## src/rtl/mag_serial_cmp.sv

```systemverilog
// Serial combiner for 2-bit magnitude compare flags, MSB chunk first.
// The first non-equal chunk decides; the result is registered and announced by a done pulse.
//
// state | meaning
// IDLE  | waiting for start; previous result held on outputs
// RUN   | accepting chunks until NCHUNK transfers have occurred
// DONE  | one cycle: publish decision (or error) and pulse done
module mag_serial_cmp #(
    parameter int NCHUNK = 4,
    localparam int CW = (NCHUNK > 1) ? $clog2(NCHUNK) : 1
) (
    input  logic clk,
    input  logic rst_n,
    input  logic start,
    input  logic in_valid,
    input  logic agb_i,
    input  logic aeb_i,
    input  logic alb_i,
    output logic in_ready,
    output logic busy,
    output logic done,
    output logic AGB,
    output logic AEB,
    output logic ALB,
    output logic err
);

    typedef enum logic [1:0] {
        IDLE = 2'd0,
        RUN  = 2'd1,
        DONE = 2'd2
    } state_t;

    localparam logic [2:0]    EQ   = 3'b010;
    localparam logic [CW-1:0] LAST = CW'(NCHUNK - 1);

    state_t        state;
    logic [CW-1:0] cnt;
    logic [2:0]    decision;
    logic          err_int;
    logic [2:0]    flags;
    logic          one_hot;

    assign flags    = {agb_i, aeb_i, alb_i};
    assign one_hot  = (flags == 3'b100) || (flags == 3'b010) || (flags == 3'b001);
    assign in_ready = (state == RUN);
    assign busy     = (state != IDLE);

    always_ff @(posedge clk) begin
        if (!rst_n) begin
            state    <= IDLE;
            cnt      <= '0;
            decision <= EQ;
            err_int  <= 1'b0;
            done     <= 1'b0;
            err      <= 1'b0;
            AGB      <= 1'b0;
            AEB      <= 1'b0;
            ALB      <= 1'b0;
        end else begin
            done <= 1'b0;
            case (state)
                IDLE: begin
                    if (start) begin
                        state    <= RUN;
                        cnt      <= '0;
                        decision <= EQ;
                        err_int  <= 1'b0;
                    end
                end
                RUN: begin
                    if (in_valid) begin
                        // Malformed flags poison the run but never overwrite the decision.
                        if (!one_hot)
                            err_int <= 1'b1;
                        else if (decision == EQ)
                            decision <= flags;
                        cnt <= cnt + 1'b1;
                        if (cnt == LAST)
                            state <= DONE;
                    end
                end
                DONE: begin
                    done <= 1'b1;
                    err  <= err_int;
                    if (err_int)
                        {AGB, AEB, ALB} <= 3'b000;
                    else
                        {AGB, AEB, ALB} <= decision;
                    state <= IDLE;
                end
                default: state <= IDLE;
            endcase
        end
    end

endmodule

```

## config.mk

```make
export PLATFORM = sky130hd
export DESIGN_NAME = mag_serial_cmp
export DESIGN_NICKNAME = d
export VERILOG_FILES = /design/src/rtl/mag_serial_cmp.sv
export SDC_FILE = /design/constraint.sdc
export NUM_CORES = 1
export LEC_CHECK = 0
export CORE_MARGIN = 2
export CORE_UTILIZATION = 45
export DETAILED_ROUTE_END_ITERATION = 16
export PLACE_DENSITY = 0.82
export REMOVE_ABC_BUFFERS = 1
export SETUP_SLACK_MARGIN = 0.02
export SYNTH_ARGS = -nofsm -noshare
export SYNTH_HDL_FRONTEND = slang
export SYNTH_SLANG_ARGS = --single-unit
```

## constraint.sdc

```tcl
create_clock -name clk -period 1.6 [get_ports clk]
set_clock_uncertainty 0.15 [all_clocks]
set_input_delay 0.24 -clock clk [delete_from_list [all_inputs] [get_ports clk]]
set_output_delay 0.24 -clock clk [all_outputs]
set_load 0.1 [all_outputs]
```

==> results of run 1 <==
-- state kept, by name, summed over array words and instances, names as in the netlist --
name and flops:
ALB 1, err_int 1, state 2, done 1, err 1, decision 3
cnt 2, AEB 1, AGB 1
-- final cells by class --
class | count | area [um^2] | share of cell area
multi-input combinational | 49 | 335.3 | 0.3748
sequential | 13 | 265.3 | 0.2965
timing repair buffer | 18 | 237.7 | 0.2657
clock buffer | 4 | 26.28 | 0.02937
tap | 15 | 18.77 | 0.02098
inverter | 3 | 11.26 | 0.01259
-- per-stage QoR --
step	area (um^2)	TNS (ns)	util	hold WS, ns
3_3_place_gp	850.8	-0.01117	0.6538	0.3125
6_report	894.6	0	0.6875	0.3353
2_1_floorplan	601.8	-3.848	-	0.2076
4_1_cts	892.1	0	0.6856	0.3400
3_5_place_dp	850.8	-0.1058	0.6538	0.3281
5_1_grt	894.6	0	0.6875	0.3624
-- where the power goes --
part | switching, mW | total [mW] | internal (mW)
registers | 0.00875 | 0.339 | 0.331
clock network | 0.110 | 0.207 | 0.0969
logic | 0.0667 | 0.128 | 0.0616
total | 0.185 | 0.674 | 0.489
-- synth_stat cells, drive strengths merged --
library cell  number  share of area
dfxtp             13           0.41
nor2               5          0.030
nand3              5          0.060
or3                1          0.010
ha                 1          0.020
nor3b              2          0.024
mux2i              4          0.064
o221ai             1          0.024
a21oi              3          0.024
o2111a             1          0.018
and2               2          0.020
xnor2              1          0.014
nor2b              4          0.044
clkbuf             1         0.0060
a21boi             4          0.048
nand2b             2          0.032
o21a               1          0.012
o31ai              1          0.012
o21ai              3          0.024
nand2              8          0.048
buf                2          0.036
inv                3          0.018
-- timing repair --
action                     in CTS  in global routing
pin swaps                       0                  0
setup buffers                   1                  0
resized for setup               3                  1
setup endpoints to repair       1                  1
gates cloned                    0                  0
-- how the worst min path moves through the flow --
| stage | depth (start not counted) | endpoint | slack, ns | startpoint |
|---|---|---|---|---|
| global placement | 2 | decision[0]$_SDFFE_PN0P_ | 0.31 | decision[0]$_SDFFE_PN0P_ |
| CTS | 2 | decision[0]$_SDFFE_PN0P_ | 0.34 | decision[0]$_SDFFE_PN0P_ |
| global route | 2 | AEB$_SDFFE_PN0P_ | 0.36 | AEB$_SDFFE_PN0P_ |
| floorplan | 1 | err_int$_SDFFE_PN0P_ | 0.21 | rst_n |
| finish | 2 | decision[0]$_SDFFE_PN0P_ | 0.34 | decision[0]$_SDFFE_PN0P_ |
| detailed placement | 2 | decision[0]$_SDFFE_PN0P_ | 0.33 | decision[0]$_SDFFE_PN0P_ |
-- cells by family after synthesis --
group | count (synthesis) | share of synthesized area
DFF | 13 | 0.4143
muxes | 4 | 0.06375
adders and majority gates | 1 | 0.01992
and+or+nand+nor | 29 | 0.2669
xor gates and xnor gates | 1 | 0.01395
AOI/OAI and AO/OA | 14 | 0.1613
buffers and inverters | 6 | 0.05975
-- critical path, cell delays in order, from the launching register on --
cell and delay (ns):
sky130_fd_sc_hd__dfxtp_4 0.39, sky130_fd_sc_hd__nor2b_4 0.16, sky130_fd_sc_hd__buf_4 0.14, sky130_fd_sc_hd__buf_12 0.17
-- per-layer routing --
layer  wire length (um)  vias up  GRT usage
met5                  0        -          0
li1                   -      272          -
met4                 68        0     0.2016
met2                593       12     0.2969
met3                 54        6    0.07447
met1                566      258     0.2292
==> flow_metrics.py, run 1 <==
metrics = {
    "floorplan": {
        "die_w_um": 41.36,
        "die_height_um": 41.36,
        "fp.dieArea_mm2": 0.001711,
        "io-pin-count": 14,
        "placement_rows": 13,
        "core_area_mm2": 0.001301,
        "initial_utilization": 0.4827,
    },
    "synth": {
        "synth_cell_types": 26,
        "postSynthAreaPerCell_um2": 9.237,
        "synthCells": 68,
        "yosys_warnings": 0,
        "yosysSeqAreaShare": 0.4143,
        "combined_area_of_all_synthesized_cells_um2": 628.1,
        "number_of_synthesized_register_bits": 13,
    },
    "timing": {
        "finalSetupViolCount": 0,
        "period_share": 0.9572,
        "final.min_clock_period_ns": 1.531,
        "fin_ws_ns": 0.06852,
        "max_freq_ghz": 0.6530,
        "timing_max_transition_violations_final": 0,
        "rsz0062_at_grt": "false",
        "worst_slew_pin_slew_ns": 0.3947,
        "timing.max_slew.rel_slack": 0.7346,
        "finalHoldViolations": 0,
    },
    "cts": {
        "clock_tree.root_cell": "sky130_fd_sc_hd__clkbuf_4",
        "tritoncts_num_sinks": 13,
        "quantity_of_hold_fixing_buffers_added_after_cts": 0,
        "clkLatencyLatePin_ns": 0.28,
        "cts_buffer_depth": 2,
        "number_of_buffers_created_by_cts": 3,
        "cts_tree": "done",
        "htreeDepth": 1,
        "clk_pin_slew_ns": 0.08,
    },
    "critical_path": {
        "path_class": "reg -> out",
        "type_of_element_launching_the_critical_path": "flop",
        "timing.rr.end": "decision[0]$_SDFFE_PN0P_",
        "r2r.worst_path.cells": 4,
        "endpoint": "in_ready",
        "startpoint": "state[0]$_SDFFE_PN0P_",
        "crit-reg2reg-launch": "state[0]$_SDFFE_PN0P_",
        "critical_path.max_fanout": 8,
        "cp_data_arrival_time_ns": 1.14,
        "worst_ep_required_time_ns": 1.21,
        "reg2reg_setup_slack_ns": 0.25,
        "critical_path.endpoint_type": "primary output",
    },
    "layout": {
        "insertedDiodeCount": 0,
        "final_nets": 96,
        "final_common_cell": "sky130_fd_sc_hd__dfxtp_1",
        "mostFrequentLayoutCells": "sky130_fd_sc_hd__dfxtp_1, sky130_fd_sc_hd__nand2_1, sky130_fd_sc_hd__buf_12",
        "drive_above_1_share": 0.2414,
        "flow.area_growth_from_synthesis_pct": 42.43,
        "final.fill_count": 105,
        "final_cells": 102,
    },
    "detailed_routing": {
        "drt_wl_total_mm": 1.283,
        "drtAntennaViolNets": 0,
        "detailedRoute.firstIterationViolations": 7,
        "dr_total_vias": 548,
        "drtPass1Iterations": 3,
        "viasPerCell": 5.373,
        "routed_wire_length_per_instance_um": 12.58,
        "drt_drc_violations_left": 0,
    },
    "placed_design": {
        "detailed_place_hpwl_um": 963.7,
        "gpl_congestion": 0.7503,
        "dp_worst_setup_slack_ns": -0.03259,
        "port-buffer-count": 13,
        "dp_cells": 97,
    },
    "run_status": {
        "run_status": "finished, final reports clean",
    },
    "global_routing": {
        "grt_pass1_vias": 489,
        "grt_max_degree": 11,
        "grt_overflow": 0,
        "first_pass_grt_wire_length_mm": 2.090,
        "antenna_found_initial": 0,
        "grt_util_all_layers": 0.2060,
    },
    "pwr": {
        "power_leakage_nw": 0.3573,
        "cellPowerDensity_mw_per_mm2": 753.8,
        "total_power_mw": 0.6744,
        "worst_ir_drop_vdd_mv": 0.6506,
    },
    "hold_path": {
        "timing.hold.worst.class": "reg -> reg",
    },
    "job": {
        "max_cap_viol_count": 0,
    },
}
No activity file was read; power rests on OpenSTA's default activity.
==> run 2: changes to the inputs <==
--- a/config.mk
+++ b/config.mk
@@ -7,6 +7,7 @@
 export LEC_CHECK = 0
 export CORE_MARGIN = 2
 export CORE_UTILIZATION = 45
+export CTS_BUF_LIST = sky130_fd_sc_hd__clkbuf_8
 export DETAILED_ROUTE_END_ITERATION = 16
 export PLACE_DENSITY = 0.82
 export REMOVE_ABC_BUFFERS = 1
==> flow_metrics.py, run 2 (same netlist as run 1, synthesis figures left out) <==
metrics = {
    "global_routing": {
        "grt_util_all_layers": 0.1769,
        "grt_max_degree": 11,
        "grt_pass1_vias": 453,
        "antenna_found_initial": 0,
        "first_pass_grt_wire_length_mm": 1.932,
        "grt_overflow": 0,
    },
    "layout": {
        "flow.area_growth_from_synthesis_pct": 45.42,
        "largest_register_ffs": 3,
        "mostFrequentLayoutCells": "sky130_fd_sc_hd__dfxtp_1, sky130_fd_sc_hd__nand2_1, sky130_fd_sc_hd__buf_12",
        "insertedDiodeCount": 0,
        "final_design_area_no_fill_um2": 913.4,
        "max_flop_register": "decision",
        "largest_registers_in_the_final_layout": "decision (3), cnt (2), state (2)",
        "final_nets": 96,
        "layout.core_utilization": 0.7019,
        "final_common_cell": "sky130_fd_sc_hd__dfxtp_1",
        "drive_above_1_share": 0.2414,
    },
    "detailed_routing": {
        "drt_drc_violations_left": 0,
        "dr_total_vias": 546,
        "drt_wl_total_mm": 1.237,
        "routed_wire_length_per_instance_um": 12.13,
        "detailedRoute.firstIterationViolations": 5,
        "viasPerCell": 5.353,
        "drtPass1Iterations": 4,
        "drtAntennaViolNets": 0,
    },
    "pwr": {
        "power_leakage_nw": 0.3692,
        "cellPowerDensity_mw_per_mm2": 828.9,
        "switching_component_of_the_power_mw": 0.1945,
        "p_seq_frac": 0.449,
        "worst_ir_drop_vdd_mv": 0.5633,
        "power.share.clock": 0.382,
        "cell_internal_pwr_mw": 0.5626,
        "comb_power_share": 0.169,
        "switching_share": 0.2569,
    },
    "critical_path": {
        "critical_path.max_fanout": 8,
        "critPathTopFamily": "flip-flops",
        "reg2reg_setup_slack_ns": 0.25,
        "critical_path.endpoint_type": "primary output",
        "crit-reg2reg-launch": "state[0]$_SDFFE_PN0P_",
        "type_of_element_launching_the_critical_path": "flop",
        "timing.rr.end": "decision[0]$_SDFFE_PN0P_",
        "critical_path.n_buffers_inverters": 2,
        "path_class": "reg -> out",
        "worst_ep_required_time_ns": 1.21,
        "startpoint": "state[0]$_SDFFE_PN0P_",
        "slowest_stage": "sky130_fd_sc_hd__dfxtp_4",
        "r2r.worst_path.cells": 4,
        "cp_data_arrival_time_ns": 1.15,
        "worst_path_cell_trace": "nor2b_4, buf_4, buf_12",
        "critical_path.max_stage_delay_ns": 0.38,
        "worstSetupPathDepth": 3,
        "endpoint": "in_ready",
    },
    "floorplan": {
        "io-pin-count": 14,
        "initial_utilization": 0.4827,
        "die_w_um": 41.36,
        "core_area_mm2": 0.001301,
        "die_height_um": 41.36,
        "fp.dieArea_mm2": 0.001711,
        "placement_rows": 13,
    },
    "timing": {
        "timing.max_slew.rel_slack": 0.7323,
        "final.min_clock_period_ns": 1.536,
        "max_freq_ghz": 0.6512,
        "hold_slack_ns": 0.3314,
        "finalHoldViolations": 0,
        "timing_max_transition_violations_final": 0,
        "rsz0062_at_grt": "false",
        "period_share": 0.9597,
        "worst_slew_pin_slew_ns": 0.3982,
        "finalSetupViolCount": 0,
    },
    "placed_design": {
        "post_dp_cell_area_um2": 850.8,
        "port-buffer-count": 13,
        "gpl_congestion": 0.7503,
        "detailed_place_hpwl_um": 963.7,
    },
    "cts": {
        "clk_pin_slew_ns": 0.06,
        "htreeDepth": 1,
        "number_of_buffers_created_by_cts": 3,
        "clock_tree.root_cell": "sky130_fd_sc_hd__clkbuf_8",
        "cts_buffer_depth": 2,
        "cts_tree": "done",
        "quantity_of_hold_fixing_buffers_added_after_cts": 0,
        "tritoncts_num_sinks": 13,
        "clkLatencyLatePin_ns": 0.24,
    },
    "hold_path": {
        "timing.hold.worst.class": "reg -> reg",
    },
    "run_status": {
        "run_status": "finished, final reports clean",
    },
    "job": {
        "max_cap_viol_count": 0,
    },
}
## run 2: cell type report
type | count | area, um^2
fillers | 104 | 387.9
multi-input cells | 49 | 335.3
flip-flops and latches | 13 | 265.3
repair buffers | 18 | 237.7
clock buffers | 3 | 41.29
well taps | 15 | 18.77
inverters | 3 | 11.26
clock inverters | 1 | 3.754
## run 2: worst min path at each step
stage | startpoint | endpoint | slack (ns) | depth (start not counted)
floorplan | rst_n | err_int$_SDFFE_PN0P_ | 0.21 | 1
global placement | decision[0]$_SDFFE_PN0P_ | decision[0]$_SDFFE_PN0P_ | 0.31 | 2
detailed placement | decision[0]$_SDFFE_PN0P_ | decision[0]$_SDFFE_PN0P_ | 0.33 | 2
CTS | decision[0]$_SDFFE_PN0P_ | decision[0]$_SDFFE_PN0P_ | 0.34 | 2
global route | decision[2]$_SDFFE_PN0P_ | decision[2]$_SDFFE_PN0P_ | 0.36 | 2
finish | decision[0]$_SDFFE_PN0P_ | decision[0]$_SDFFE_PN0P_ | 0.33 | 2
## run 2: power by group through the flow
stage	sequential (mW)	clock, mW	combinational, mW
after floorplan	0.345	0	0.0696
after CTS	0.341	0.292	0.126
final	0.340	0.289	0.128
after detailed placement	0.347	0	0.124
after global placement	0.347	0	0.121
after global routing	0.341	0.301	0.136
## run 2: worst register-to-register path, stage by stage (launching register included)
cell	delay (ns)
sky130_fd_sc_hd__dfxtp_4	0.38
sky130_fd_sc_hd__mux2i_1	0.34
sky130_fd_sc_hd__nor2_1	0.12
sky130_fd_sc_hd__nand3_4	0.10
sky130_fd_sc_hd__mux2i_1	0.18
## run 2: per-stage QoR
step	std cells	setup WS (ns)	total power, mW	setup TNS, ns
2_1_floorplan	65	-0.6661	0.4144	-3.848
4_1_cts	101	0.02104	0.7580	0
6_report	102	0.06442	0.7571	0
3_3_place_gp	97	-0.005234	0.4675	-0.01117
5_1_grt	102	0.03441	0.7786	0
3_5_place_dp	97	-0.03259	0.4711	-0.1058
## run 2: metal layers
metal,wire [um],global-route usage,vias to the layer above
met5,0,0,-
met4,19,0.09677,0
met3,52,0.02128,4
met2,617,0.2930,11
met1,548,0.2226,257
li1,-,-,274
## run 2: timing repair
item                       in CTS  in global routing
pin swaps                       0                  0
setup endpoints to repair       1                  2
setup buffers                   0                  1
gates resized for setup         2                  2
